**src/rtl/cplx_mult_pkg.sv**
```systemverilog
// Shared definitions for the complex-product front end.
//   W / PW   : operand width and product/result width (PW = 2*W)
//   CNT_W    : width of the shift-add iteration counters
//   state_t  : sequencer states
//   K_*      : partial product indices (ac, bd, ad, bc)
//   f_mag    : magnitude of a signed W-bit value as W-bit unsigned (-8 -> 8)
//   f_add_ovf: signed overflow of an addition given both addends and the sum
package cplx_mult_pkg;

    localparam int W     = 4;
    localparam int PW    = 8;
    localparam int CNT_W = 2;

    typedef enum logic [2:0] {
        IDLE    = 3'd0,
        MUL     = 3'd1,
        SGN     = 3'd2,
        COMB_RE = 3'd3,
        COMB_IM = 3'd4,
        DONE    = 3'd5
    } state_t;

    localparam logic [1:0] K_AC = 2'd0;
    localparam logic [1:0] K_BD = 2'd1;
    localparam logic [1:0] K_AD = 2'd2;
    localparam logic [1:0] K_BC = 2'd3;

    // Two's complement magnitude; the most negative value maps to its
    // unsigned magnitude (4'b1000) because the result is read as unsigned.
    function automatic logic [W-1:0] f_mag(input logic [W-1:0] v);
        logic [W-1:0] m;
        if (v[W-1]) begin
            m = ~v + {{(W-1){1'b0}}, 1'b1};
        end else begin
            m = v;
        end
        return m;
    endfunction

    // Overflow of x + y = s: operands agree in sign, sum does not.
    function automatic logic f_add_ovf(input logic [PW-1:0] x,
                                       input logic [PW-1:0] y,
                                       input logic [PW-1:0] s);
        return (x[PW-1] == y[PW-1]) && (s[PW-1] != x[PW-1]);
    endfunction

endpackage

```
**src/rtl/cplx_product_sequencer_mul.sv**
```systemverilog
// Sequential signed multiplier, reused for every partial product.
// A load (i_start) captures the operand magnitudes and the product sign.
// W cycles of radix-2 shift-add follow; in the next cycle o_done is high
// and o_p carries the sign-corrected product.
// Ports:
//   clk, rst_n : clock, synchronous active-low reset
//   i_start    : load new operands (may coincide with o_done)
//   i_x, i_y   : signed W-bit operands
//   o_done     : high for the sign-fix cycle; o_p valid then
//   o_p        : signed PW-bit product
module seq_mul_signed
    import cplx_mult_pkg::*;
(
    input  logic                 clk,
    input  logic                 rst_n,
    input  logic                 i_start,
    input  logic signed [W-1:0]  i_x,
    input  logic signed [W-1:0]  i_y,
    output logic                 o_done,
    output logic [PW-1:0]        o_p
);

    logic [PW-1:0]    r_mcand;
    logic [W-1:0]     r_mplier;
    logic [PW-1:0]    r_acc;
    logic             r_neg;
    logic [CNT_W-1:0] r_cnt;
    logic             r_busy;
    logic             r_done;

    // Operand load and shift-add iterations; r_done marks the sign-fix cycle.
    always_ff @(posedge clk) begin
        if (!rst_n) begin
            r_mcand  <= {PW{1'b0}};
            r_mplier <= {W{1'b0}};
            r_acc    <= {PW{1'b0}};
            r_neg    <= 1'b0;
            r_cnt    <= {CNT_W{1'b0}};
            r_busy   <= 1'b0;
            r_done   <= 1'b0;
        end else begin
            r_done <= 1'b0;
            if (i_start) begin
                r_mcand  <= {{(PW-W){1'b0}}, f_mag(i_x)};
                r_mplier <= f_mag(i_y);
                r_acc    <= {PW{1'b0}};
                r_neg    <= i_x[W-1] ^ i_y[W-1];
                r_cnt    <= {CNT_W{1'b0}};
                r_busy   <= 1'b1;
            end else if (r_busy) begin
                if (r_mplier[0]) begin
                    r_acc <= r_acc + r_mcand;
                end
                r_mcand  <= {r_mcand[PW-2:0], 1'b0};
                r_mplier <= {1'b0, r_mplier[W-1:1]};
                r_cnt    <= r_cnt + {{(CNT_W-1){1'b0}}, 1'b1};
                if (r_cnt == CNT_W'(W-1)) begin
                    r_busy <= 1'b0;
                    r_done <= 1'b1;
                end
            end
        end
    end

    assign o_done = r_done;
    // Sign fix: the magnitude product is negated when operand signs differ.
    assign o_p    = r_neg ? (~r_acc + {{(PW-1){1'b0}}, 1'b1}) : r_acc;

endmodule

```
**src/rtl/cplx_product_sequencer.sv**
```systemverilog
// Front end of the complex multiplier: (a_re + j a_im) * (b_re + j b_im).
// Forms ac, bd, ad, bc with one reused sequential multiplier, then drives
// the external adder/subtractor for re = ac - bd and im = ad + bc.
// Ports:
//   clk, rst_n           : clock, synchronous active-low reset
//   start                : request, sampled only in IDLE
//   a_re, a_im, b_re, b_im : signed W-bit operands, captured on accept
//   busy                 : operation in progress (cleared in the DONE cycle)
//   done                 : one-cycle pulse, results valid from this cycle
//   p_re, p_im, ovf      : results, held until the next operation writes them
//   as_a, as_b, as_sub   : adder/subtractor drive, zero outside combine cycles
//   as_res, as_co        : adder/subtractor result and carry (carry unused)
module cplx_product_sequencer
    import cplx_mult_pkg::*;
(
    input  logic                 clk,
    input  logic                 rst_n,
    input  logic                 start,
    input  logic signed [W-1:0]  a_re,
    input  logic signed [W-1:0]  a_im,
    input  logic signed [W-1:0]  b_re,
    input  logic signed [W-1:0]  b_im,
    output logic                 busy,
    output logic                 done,
    output logic [PW-1:0]        p_re,
    output logic [PW-1:0]        p_im,
    output logic                 ovf,
    output logic [PW-1:0]        as_a,
    output logic [PW-1:0]        as_b,
    output logic                 as_sub,
    input  logic [PW-1:0]        as_res,
    input  logic                 as_co
);

    state_t               r_state;
    logic [1:0]           r_k;
    logic [CNT_W-1:0]     r_cnt;
    logic signed [W-1:0]  r_a_re;
    logic signed [W-1:0]  r_a_im;
    logic signed [W-1:0]  r_b_re;
    logic signed [W-1:0]  r_b_im;
    logic [PW-1:0]        r_prod [0:3];
    logic                 r_busy;
    logic                 r_done;
    logic [PW-1:0]        r_p_re;
    logic [PW-1:0]        r_p_im;
    logic                 r_ovf;
    logic [PW-1:0]        r_as_a;
    logic [PW-1:0]        r_as_b;
    logic                 r_as_sub;

    logic                 w_mul_start;
    logic signed [W-1:0]  w_mul_x;
    logic signed [W-1:0]  w_mul_y;
    logic                 w_mul_done;
    logic [PW-1:0]        w_mul_p;
    logic                 w_unused_co;

    // The carry-out has no role in signed result formation.
    assign w_unused_co = as_co;

    // Multiplier load: product 0 straight from the ports on accept (same edge
    // as operand capture), products 1..3 from the operand registers in SGN.
    always_comb begin
        w_mul_start = 1'b0;
        w_mul_x     = {W{1'b0}};
        w_mul_y     = {W{1'b0}};
        case (r_state)
            IDLE: begin
                if (start) begin
                    w_mul_start = 1'b1;
                    w_mul_x     = a_re;
                    w_mul_y     = b_re;
                end else begin
                    w_mul_start = 1'b0;
                end
            end
            SGN: begin
                case (r_k)
                    K_AC: begin
                        w_mul_start = 1'b1;
                        w_mul_x     = r_a_im;
                        w_mul_y     = r_b_im;
                    end
                    K_BD: begin
                        w_mul_start = 1'b1;
                        w_mul_x     = r_a_re;
                        w_mul_y     = r_b_im;
                    end
                    K_AD: begin
                        w_mul_start = 1'b1;
                        w_mul_x     = r_a_im;
                        w_mul_y     = r_b_re;
                    end
                    default: begin
                        w_mul_start = 1'b0;
                    end
                endcase
            end
            default: begin
                w_mul_start = 1'b0;
            end
        endcase
    end

    seq_mul_signed u_mul (
        .clk     (clk),
        .rst_n   (rst_n),
        .i_start (w_mul_start),
        .i_x     (w_mul_x),
        .i_y     (w_mul_y),
        .o_done  (w_mul_done),
        .o_p     (w_mul_p)
    );

    // Sequencer FSM with registered outputs.
    always_ff @(posedge clk) begin
        if (!rst_n) begin
            r_state   <= IDLE;
            r_k       <= K_AC;
            r_cnt     <= {CNT_W{1'b0}};
            r_a_re    <= {W{1'b0}};
            r_a_im    <= {W{1'b0}};
            r_b_re    <= {W{1'b0}};
            r_b_im    <= {W{1'b0}};
            r_prod[0] <= {PW{1'b0}};
            r_prod[1] <= {PW{1'b0}};
            r_prod[2] <= {PW{1'b0}};
            r_prod[3] <= {PW{1'b0}};
            r_busy    <= 1'b0;
            r_done    <= 1'b0;
            r_p_re    <= {PW{1'b0}};
            r_p_im    <= {PW{1'b0}};
            r_ovf     <= 1'b0;
            r_as_a    <= {PW{1'b0}};
            r_as_b    <= {PW{1'b0}};
            r_as_sub  <= 1'b0;
        end else begin
            case (r_state)
                IDLE: begin
                    if (start) begin
                        r_a_re  <= a_re;
                        r_a_im  <= a_im;
                        r_b_re  <= b_re;
                        r_b_im  <= b_im;
                        r_k     <= K_AC;
                        r_cnt   <= {CNT_W{1'b0}};
                        r_busy  <= 1'b1;
                        r_state <= MUL;
                    end
                end
                MUL: begin
                    // W cycles, aligned with the multiplier's iterations.
                    if (r_cnt == CNT_W'(W-1)) begin
                        r_cnt   <= {CNT_W{1'b0}};
                        r_state <= SGN;
                    end else begin
                        r_cnt <= r_cnt + {{(CNT_W-1){1'b0}}, 1'b1};
                    end
                end
                SGN: begin
                    if (w_mul_done) begin
                        r_prod[r_k] <= w_mul_p;
                        if (r_k == K_BC) begin
                            // prod[K_BC] not needed until COMB_IM, so the
                            // first combine uses only stored products.
                            r_as_a   <= r_prod[K_AC];
                            r_as_b   <= r_prod[K_BD];
                            r_as_sub <= 1'b1;
                            r_state  <= COMB_RE;
                        end else begin
                            r_k     <= r_k + 2'd1;
                            r_state <= MUL;
                        end
                    end else begin
                        // Multiplier out of step: abandon rather than store junk.
                        r_busy  <= 1'b0;
                        r_state <= IDLE;
                    end
                end
                COMB_RE: begin
                    r_p_re   <= as_res;
                    r_as_a   <= r_prod[K_AD];
                    r_as_b   <= r_prod[K_BC];
                    r_as_sub <= 1'b0;
                    r_state  <= COMB_IM;
                end
                COMB_IM: begin
                    r_p_im   <= as_res;
                    r_ovf    <= f_add_ovf(r_prod[K_AD], r_prod[K_BC], as_res);
                    r_as_a   <= {PW{1'b0}};
                    r_as_b   <= {PW{1'b0}};
                    r_as_sub <= 1'b0;
                    r_busy   <= 1'b0;
                    r_done   <= 1'b1;
                    r_state  <= DONE;
                end
                DONE: begin
                    r_done  <= 1'b0;
                    r_state <= IDLE;
                end
                default: begin
                    r_busy   <= 1'b0;
                    r_done   <= 1'b0;
                    r_as_a   <= {PW{1'b0}};
                    r_as_b   <= {PW{1'b0}};
                    r_as_sub <= 1'b0;
                    r_state  <= IDLE;
                end
            endcase
        end
    end

    assign busy   = r_busy;
    assign done   = r_done;
    assign p_re   = r_p_re;
    assign p_im   = r_p_im;
    assign ovf    = r_ovf;
    assign as_a   = r_as_a;
    assign as_b   = r_as_b;
    assign as_sub = r_as_sub;

endmodule
```
**config.mk**
```make
export PLATFORM = sky130hd
export DESIGN_NAME = cplx_product_sequencer
export DESIGN_NICKNAME = d
export VERILOG_FILES = /design/src/rtl/cplx_mult_pkg.sv /design/src/rtl/cplx_product_sequencer_mul.sv /design/src/rtl/cplx_product_sequencer.sv
export SDC_FILE = /design/constraint.sdc
export NUM_CORES = 1
export LEC_CHECK = 0
export ABC_AREA = 0
export CORE_ASPECT_RATIO = 1.5
export CORE_UTILIZATION = 37
export CTS_CLUSTER_DIAMETER = 200
export DETAILED_ROUTE_END_ITERATION = 12
export GPL_TIMING_DRIVEN = 0
export SYNTH_ARGS = -nofsm -noshare
export SYNTH_HDL_FRONTEND = slang
export SYNTH_HIERARCHICAL = 1
export SYNTH_SLANG_ARGS = --single-unit
```
**constraint.sdc**
```tcl
create_clock -name clk -period 4.6 [get_ports clk]
set_input_delay 0.69 -clock clk [delete_from_list [all_inputs] [get_ports clk]]
set_output_delay 0.69 -clock clk [all_outputs]
set_load 0.02 [all_outputs]
```
==> metrics.csv, run 1 <==
metric;value;unit
tightestPinTransition;0.686;ns
async_reset_ff_share;0;%
period_share;60.9;%
yosys_warnings;6;
fp.dieH;153;microns
worst_ir_drop_vdd;0.000229;V
grt_pass1_vias;4333;
hold_path_class;reg -> reg;
cts_made_buffers;17;
diodes;0;
cp_max_fo;10;
routed_via_density;4.99;
cts.repair.resized;0;
fin_util;48.4;%
p_per_area;382;mW/mm^2
grt_pass1_wl;21100;microns
drt-initial-drc-count;134;
power_frac_comb;8.9;%
cp.arrival;3.10;ns
tns;0;ns
place_area;0.00650;sq mm
yosysSeqAreaShare;46.9;%
port_buffers;62;
hold_path_end;r_a_im[0]$_SDFFE_PN0P_;
nFillCells;1446;
slew_viol_final;0;
critical_path_class;in -> reg;
cts_buffer_depth;2;
area_delta_synth_final;26.5;%
r2r-end;u_mul/r_mcand[1]$_SDFFE_PN0P_;
yosys.area.top_type;dfxtp_1;
p_sw_share;23.4;%
wl;12600;microns
rsz0062_at_grt;false;
max_slew_margin;53.8;%
reg2reg_depth;10;
status;complete, no violations;
fp.dieW;103;microns
antenna_left;0;
htree_num_levels;4;
insertion_delay;0.41;ns
synthMostInstantiatedCell;nand2_1;
max_freq;357;MHz
seqPwrFrac;40.4;%
netlist_area;0.00563;sq mm
ys.flop_type;dfxtp_1;
die-area;0.0157;sq mm
holdPathStages;2;
cp-start-kind;primary input;
grt.total_usage;17.5;%
cp_data_required_time;4.90;ns
gr-total-overflow;0;
p_sw;0.000637;W
avgSynthCellArea;9.93;sq um
drive_above_1_share;12.1;%
ctsRootBufferMaster;clkbuf_16;
hold_viol_final;0;
drc;0;
cp-end-kind;flip-flop;
hp-start;r_a_im[0]$_SDFFE_PN0P_;
ios;64;
cts_num_sinks;116;
fp.coreArea;0.0147;sq mm
leakage;2.70;nW
grt_start_max_net_pins;17;
synth_seq_cells;116;
p_clk_share;50.7;%
clock_skew;0.00826;ns
vias;4277;
min_period;2.80;ns
pre_cts_slack;1.38;ns
drv_cap;0;
clkTransAtPathRegs;0.06;ns
dr.pass1.iters;4;
internal_power;0.00209;W
start_util;38.2;%
syn_nets;613;
place.gp.congestion;0.784;
r2r_start;r_k[0]$_SDFFE_PN0P_;
fin_ws;1.80;ns
yosysTopAreaCellShare;29.9;%
syn_inst;567;
antenna_found_initial;0;
dp_hpwl;9450;microns
post_cts_buffers;0;
synth_edf_count;32;
netlist-cell-type-count;65;
row_count;54;
holdBufCountCts;0;
synthTopCellsByArea;dfxtp_1 (30%), edfxtp_1 (17%), nand2_1 (7.5%), mux2i_1 (5.9%), ha_1 (3.8%);
synthTopCellsByCount;nand2_1 (113), dfxtp_1 (84), mux2i_1 (33);
reg2reg_slack;2.08;ns
post_drt_wl_per_cell;14.7;microns
finalSetupViolations;0;
tritoncts;done;
design_area;0.00712;sq mm
finalNetCount;694;
-- layout make-up --
type,instances,area (sq um),area share [%]
Clock buffer,19,454,6.38
Timing Repair Buffer,62,621,8.71
Sequential cell,116,2640,37.1
Clock inverter,13,171,2.41
Buffer,34,194,2.72
Tap cell,196,245,3.44
Inverter,10,37.5,0.527
Multi-Input combinational cell,407,2760,38.7
-- kinds of logic (layout without fill, tap and decap cells) --
family	after synthesis	count (layout)	share of synthesized area, %
simple gates	229	229	21.4
buf+inv	44	138	4.11
flops	116	116	46.9
xor+xnor	13	13	2.02
compound gates	96	96	11.9
mux	51	51	9.46
fa+ha+maj	18	18	4.13
-- how the worst max path moves through the flow --
stage,from,endpoint,cells after the start
floorplan,start,u_mul/r_mcand[1]$_SDFFE_PN0P_,8
global placement,start,u_mul/r_mplier[1]$_SDFFE_PN0P_,9
detailed placement,start,u_mul/r_mplier[1]$_SDFFE_PN0P_,9
CTS,start,u_mul/r_mcand[1]$_SDFFE_PN0P_,9
global route,start,u_mul/r_mplier[2]$_SDFFE_PN0P_,11
finish,start,u_mul/r_mcand[1]$_SDFFE_PN0P_,9
-- per-layer routing --
metal | routed length, microns | global-route usage, %
met3 | 373 | 3.25
met1 | 4970 | 18.8
met2 | 6990 | 32.2
met4 | 274 | 7.78
met5 | 0 | 0
-- stage by stage --
step	instances	total power [W]	hold WS (ns)
finish	857	0.00272	0.454
global route	857	0.00282	0.486
CTS	857	0.00275	0.457
detailed placement	825	0.00137	0.446
global placement	825	0.00136	0.440
floorplan	567	0.00129	0.435
-- placed cells by master, fill, tap and decap left out, types with 13 or more instances in the layout --
cell type,netlist,final
nand2_1,113,113
dfxtp_1,84,84
clkdlybuf4s50_1,0,62
mux2i_1,33,33
edfxtp_1,32,32
and2_1,27,27
clkbuf_16,0,18
nor2_1,17,17
ha_1,17,17
clkbuf_1,15,16
mux2_2,16,16
nor2b_1,16,16
a21boi_0,14,14
a21oi_1,14,14
a21boi_1,13,13
-- power groups by stage --
stage	clock, W	combinational (W)	sequential [W]
floorplan	0	0.000167	0.00112
global placement	0	0.000240	0.00112
detailed placement	0	0.000244	0.00112
CTS	0.00141	0.000246	0.00110
global route	0.00145	0.000267	0.00110
finish	0.00138	0.000243	0.00110
-- registers in the layout, indices dropped and copies added (netlist names), 8 cells and up --
name           cells
as_b               8
p_im               8
as_a               8
p_re               8
r_prod            32
u_mul/r_acc        8
u_mul/r_mcand      8
-- critical path, stage by stage --
cell and delay [ns]:
clkdlybuf4s50_1 0.56, or4b_4 0.49, buf_6 0.16, buf_8 0.14, nand2_1 0.09, buf_2 0.22
buf_1 0.39, o211ai_1 0.20, o211a_1 0.17
(Power assumes the default switching activity.)
==> inputs of run 2 (changes only) <==
Clock period 4.6 ns to 2.7 ns, I/O delays scaled along.
==> metrics.csv, run 2 (synthesis results as in run 1) <==
metric;value;unit;change
status;complete, no violations;;unchanged
seqPwrFrac;40.3;%;was 40.4%
crit_path_top_delay_cell;dfxtp_1;;was clkdlybuf4s50_1
leakage;2.70;nW;about the same
tightestPinTransition;0.686;ns;about the same
p_per_area;651;mW/mm^2;was 382 mW/mm^2
r2r-end;u_mul/r_mcand[1]$_SDFFE_PN0P_;;unchanged
clock_skew;0.00901;ns;was 0.00826 ns
cp_data_required_time;3.01;ns;was 4.90 ns
tritoncts;done;;unchanged
clkTransAtPathRegs;0.06;ns;about the same
fp.dieW;103;microns;unchanged
p_sw;0.00109;W;was 0.000637 W
r2r_start;r_k[0]$_SDFFE_PN0P_;;unchanged
cp_max_fo;8;;was 10
reg2reg_depth;10;;unchanged
row_count;54;;unchanged
drive_above_1_share;12.1;%;unchanged
worst_ir_drop_vdd;0.000393;V;was 0.000229 V
final_cells;857;;unchanged
finalSetupViolations;0;;unchanged
hold_path_end;r_a_im[0]$_SDFFE_PN0P_;;unchanged
largest-register;r_prod;;unchanged
fp.dieH;153;microns;unchanged
pre_cts_slack;-0.231;ns;was 1.38 ns
hp-start;r_a_im[0]$_SDFFE_PN0P_;;unchanged
max_freq;396;MHz;
hold_viol_final;0;;unchanged
fin_util;48.4;%;unchanged
p_clk_share;50.7;%;about the same
wl;12600;microns;about the same
layout_commonest_cell;nand2_1;;unchanged
grt_start_max_net_pins;17;;unchanged
holdPathStages;2;;unchanged
drt-initial-drc-count;135;;was 134
grt.total_usage;17.5;%;unchanged
insertion_delay;0.42;ns;was 0.41 ns
final_cell_mix;nand2_1 (113), dfxtp_1 (84), clkdlybuf4s50_1 (62);;unchanged
port_buffers;62;;unchanged
grt_pass1_wl;21100;microns;unchanged
max_stage_delay;0.51;ns;was 0.56 ns
finalNetCount;694;;unchanged
grt_pass1_vias;4333;;unchanged
cts_num_sinks;116;;unchanged
critical_path_class;reg -> reg;;was in -> reg
area_delta_synth_final;26.5;%;unchanged
path_cells;inv_1, ha_1, or2_2, a22oi_1, o21ai_0, inv_1, ha_1, nand2_1, o211ai_1, o211a_1;;was clkdlybuf4s50_1, or4b_4, buf_6, buf_8, nand2_1, buf_2, buf_1, o211ai_1, o211a_1
antenna_found_initial;0;;unchanged
dp_cells;825;;unchanged
reg2reg_slack;0.18;ns;was 2.08 ns
min_period;2.52;ns;
power_frac_comb;8.9;%;about the same
regArea;0.00264;sq mm;unchanged
dr.pass1.iters;4;;unchanged
antenna_left;0;;unchanged
fin_ws;0.177;ns;was 1.80 ns
internal_power;0.00355;W;was 0.00209 W
max_slew_margin;53.8;%;about the same
die-area;0.0157;sq mm;unchanged
cp-start-kind;flip-flop;;was primary input
cts_made_buffers;17;;unchanged
hold_path_class;reg -> reg;;unchanged
whs;0.454;ns;about the same
nFillCells;1446;;unchanged
drv_cap;0;;unchanged
fp.coreArea;0.0147;sq mm;unchanged
start_util;38.2;%;unchanged
ctsRootBufferMaster;clkbuf_16;;unchanged
drc;0;;unchanged
multiInputGateArea;0.00276;sq mm;unchanged
gr-total-overflow;0;;unchanged
p_sw_share;23.4;%;about the same
routed_via_density;4.99;;about the same
diodes;0;;unchanged
dp_hpwl;9450;microns;unchanged
ios;64;;unchanged
largest_reg_flops;32;;unchanged
vias;4273;;was 4277
slew_viol_final;0;;unchanged
period_share;93.5;%;
cp-end-kind;flip-flop;;unchanged
post_drt_wl_per_cell;14.7;microns;about the same
cp.arrival;2.83;ns;was 3.10 ns
cts_buffer_depth;2;;unchanged
htree_num_levels;4;;unchanged
rsz0062_at_grt;false;;unchanged
place.gp.congestion;0.784;;unchanged
## run 2: power by group through the flow
stage,combinational [W],sequential [W],clock [W]
finish,0.000413,0.00187,0.00235
global route,0.000455,0.00188,0.00247
CTS,0.000419,0.00187,0.00240
detailed placement,0.000416,0.00191,0
global placement,0.000408,0.00191,0
floorplan,0.000284,0.00191,0
## run 2: area by class of cell
cell class / count / area share [%]
Multi-Input combinational cell: 407 / 38.7
Clock buffer: 19 / 6.38
Timing Repair Buffer: 62 / 8.71
Inverter: 10 / 0.527
Clock inverter: 13 / 2.41
Sequential cell: 116 / 37.1
Buffer: 34 / 2.72
Tap cell: 196 / 3.44
## run 2: routing by layer
layer	vias up	wire [microns]	GRT usage, %
li1	2132	-	-
met1	2043	5010	18.8
met2	82	7020	32.2
met3	16	343	3.25
met4	0	255	7.78
met5	-	0	0
## run 2: worst max path at each step
stage                                 start  depth (start not counted)                             end
CTS                                   start                          9   u_mul/r_mcand[1]$_SDFFE_PN0P_
detailed placement                    start                          9  u_mul/r_mplier[1]$_SDFFE_PN0P_
global route        r_state[2]$_SDFFE_PN0P_                         11  u_mul/r_mplier[2]$_SDFFE_PN0P_
floorplan               r_k[0]$_SDFFE_PN0P_                         10   u_mul/r_mcand[1]$_SDFFE_PN0P_
global placement                      start                          9  u_mul/r_mplier[1]$_SDFFE_PN0P_
finish                  r_k[0]$_SDFFE_PN0P_                         10   u_mul/r_mcand[1]$_SDFFE_PN0P_
## run 2: stage by stage
stage | cell area [sq um] | setup TNS, ns | total power [W]
detailed placement | 6500 | -1.43 | 0.00232
floorplan | 5630 | 0 | 0.00219
CTS | 7120 | 0 | 0.00469
finish | 7120 | 0 | 0.00464
global placement | 6500 | -0.979 | 0.00231
global route | 7120 | 0 | 0.00480
## run 2: critical path: cells and delay by family, from the launching register on
kind	cells	cell delay (ns)
flops	1	0.51
fa+ha+maj	2	0.54
simple gates	2	0.40
compound gates	4	0.65
buf+inv	2	0.32
## run 2: what timing repair did
| action | in CTS | in global routing |
|---|---|---|
| hold buffers | 0 | 0 |
| gates resized for setup | 0 | 1 |
| endpoints found under the setup margin | 0 | 1 |
| buffers inserted | 0 | 0 |
==> inputs of run 3 (changes only) <==
Settings changed: CELL_PAD_IN_SITES_DETAIL_PLACEMENT set to 0, CELL_PAD_IN_SITES_GLOBAL_PLACEMENT set to 1, CORE_ASPECT_RATIO 1.5 to 1.75, PLACE_DENSITY_LB_ADDON set to 0.1, RECOVER_POWER set to 25.
==> metrics.csv, run 3 (synthesis results as in run 1) <==
metric;value;unit;change
finalSetupViolations;0;;unchanged
cts_buffer_depth;2;;unchanged
drc;0;;unchanged
dr.pass1.iters;4;;unchanged
grt_start_max_net_pins;17;;unchanged
antenna_found_initial;0;;unchanged
ios;64;;unchanged
gr-total-overflow;0;;unchanged
leakage;2.78;nW;was 2.70 nW
place.gp.congestion;0.849;;was 0.784
drt-initial-drc-count;100;;was 135
cp_data_required_time;2.77;ns;was 3.01 ns
reg2reg_depth;4;;was 10
htree_num_levels;4;;unchanged
hold_viol_final;0;;unchanged
layout_commonest_cell;nand2_1;;unchanged
whs;0.451;ns;was 0.454 ns
max_freq;397;MHz;was 396 MHz
dp_cells;812;;was 825
internal_power;0.00364;W;was 0.00355 W
p_per_area;666;mW/mm^2;was 651 mW/mm^2
drive_above_1_share;12.0;%;was 12.1%
post_drt_wl_per_cell;15.4;microns;was 14.7 microns
cp.arrival;2.59;ns;was 2.83 ns
tritoncts;done;;unchanged
fp.dieW;95.3;microns;was 103 microns
clock_skew;0.0121;ns;was 0.00901 ns
grt.total_usage;17.8;%;was 17.5%
rsz0062_at_grt;false;;unchanged
worst_ir_drop_vdd;0.000386;V;was 0.000393 V
cts_num_sinks;116;;unchanged
drv_cap;0;;unchanged
final_cells;844;;was 857
port_buffers;62;;unchanged
fp.dieH;165;microns;was 153 microns
cp_max_fo;10;;was 8
cts_made_buffers;17;;unchanged
cp-end-kind;flip-flop;;unchanged
diodes;0;;unchanged
antenna_left;0;;unchanged
die-area;0.0157;sq mm;about the same
status;complete, no violations;;unchanged
fin_util;47.9;%;was 48.4%
seqPwrFrac;39.5;%;was 40.3%
largest-register;r_prod;;unchanged
power_frac_comb;8.7;%;was 8.9%
p_sw;0.00109;W;about the same
final_cell_mix;nand2_1 (113), dfxtp_1 (84), clkdlybuf4s50_1 (38);;was nand2_1 (113), dfxtp_1 (84), clkdlybuf4s50_1 (62)
p_clk_share;51.8;%;was 50.7%
slew_viol_final;0;;unchanged
grt_pass1_vias;4162;;was 4333
fp.coreArea;0.0148;sq mm;was 0.0147 sq mm
grt_pass1_wl;20700;microns;was 21100 microns
area_delta_synth_final;26.3;%;was 26.5%
min_period;2.52;ns;about the same
largest_reg_flops;32;;unchanged
holdBufCountCts;0;;unchanged
post_cts_buffers;0;;unchanged
row_count;59;;was 54
insertion_delay;0.42;ns;about the same
cp-start-kind;flip-flop;;unchanged
clkTransAtPathRegs;0.05;ns;was 0.06 ns
hold_path_class;reg -> reg;;unchanged
finalNetCount;694;;unchanged
vias;4201;;was 4273
critical_path_class;reg -> reg;;unchanged
max_slew_margin;22.3;%;was 53.8%
tightestPinTransition;1.15;ns;was 0.686 ns
ctsRootBufferMaster;clkbuf_16;;unchanged
wl;13000;microns;was 12600 microns
start_util;38.0;%;was 38.2%
routed_via_density;4.98;;was 4.99
period_share;93.3;%;was 93.5%
p_sw_share;23.1;%;was 23.4%
holdPathStages;2;;unchanged
cts.repair.resized;0;;unchanged
dp_hpwl;9800;microns;was 9450 microns
[run 3: cell count changes in the layout (fill, tap and decap cells not counted), moves of 2 or more]
cell / change
dlygate4sd3_1: +24
clkdlybuf4s50_1: -24
clkinv_4: -2
and2_1: -15
and2_0: +15
[run 3: cell type report]
| type | count | area [sq um] |
|---|---|---|
| fillers | 1404 | 7720 |
| multi-input cells | 407 | 2740 |
| plain buffers | 34 | 193 |
| inverters | 10 | 37.5 |
| clock buffers | 18 | 450 |
| flip-flops and latches | 116 | 2640 |
| repair buffers | 62 | 621 |
| clock inverters | 14 | 196 |
| well taps | 183 | 229 |
[run 3: layer usage]
metal / GRT usage [%] / vias to the layer above / wire length [microns]
met2: 34.6 / 79 / 7360
met5: 0 / - / 0
met1: 17.3 / 1969 / 4920
li1: - / 2136 / -
met4: 6.89 / 0 / 296
met3: 4.53 / 17 / 405
[run 3: worst max-delay path, stage by stage (launching register included)]
cell,delay [ns]
dfxtp_1,0.34
buf_4,0.20
nand3b_1,0.22
nor4_1,0.96
nand2b_1,0.45
[run 3: path summary, 6_finish.rpt]
path	end	from	slack, ns
max	r_prod[1][7]$_SDFFCE_PN0P_	r_state[0]$_SDFFE_PN0P_	0.18
min	as_b[6]$_SDFFE_PN0P_	as_b[6]$_SDFFE_PN0P_	0.45
max reg2reg	r_prod[1][7]$_SDFFCE_PN0P_	r_state[0]$_SDFFE_PN0P_	0.18
min reg2reg	as_b[6]$_SDFFE_PN0P_	as_b[6]$_SDFFE_PN0P_	0.45
[run 3: power by group through the flow]
stage / registers (W) / logic [W] / clock network, W
3_5_place_dp: 0.00191 / 0.000420 / 0
4_1_cts: 0.00187 / 0.000423 / 0.00250
3_3_place_gp: 0.00191 / 0.000415 / 0
2_1_floorplan: 0.00191 / 0.000284 / 0
6_report: 0.00187 / 0.000412 / 0.00245
5_1_grt: 0.00188 / 0.000457 / 0.00258
[run 3: per-stage QoR]
stage	total power [W]	setup TNS, ns	setup slack, ns	instance area [sq um]
2_1_floorplan	0.00219	0	0.589	5630
4_1_cts	0.00479	0	0.0977	7130
5_1_grt	0.00492	0	0.00706	7110
3_3_place_gp	0.00232	-1.39	-0.211	6480
3_5_place_dp	0.00233	-1.76	-0.198	6480
6_report	0.00473	0	0.181	7110
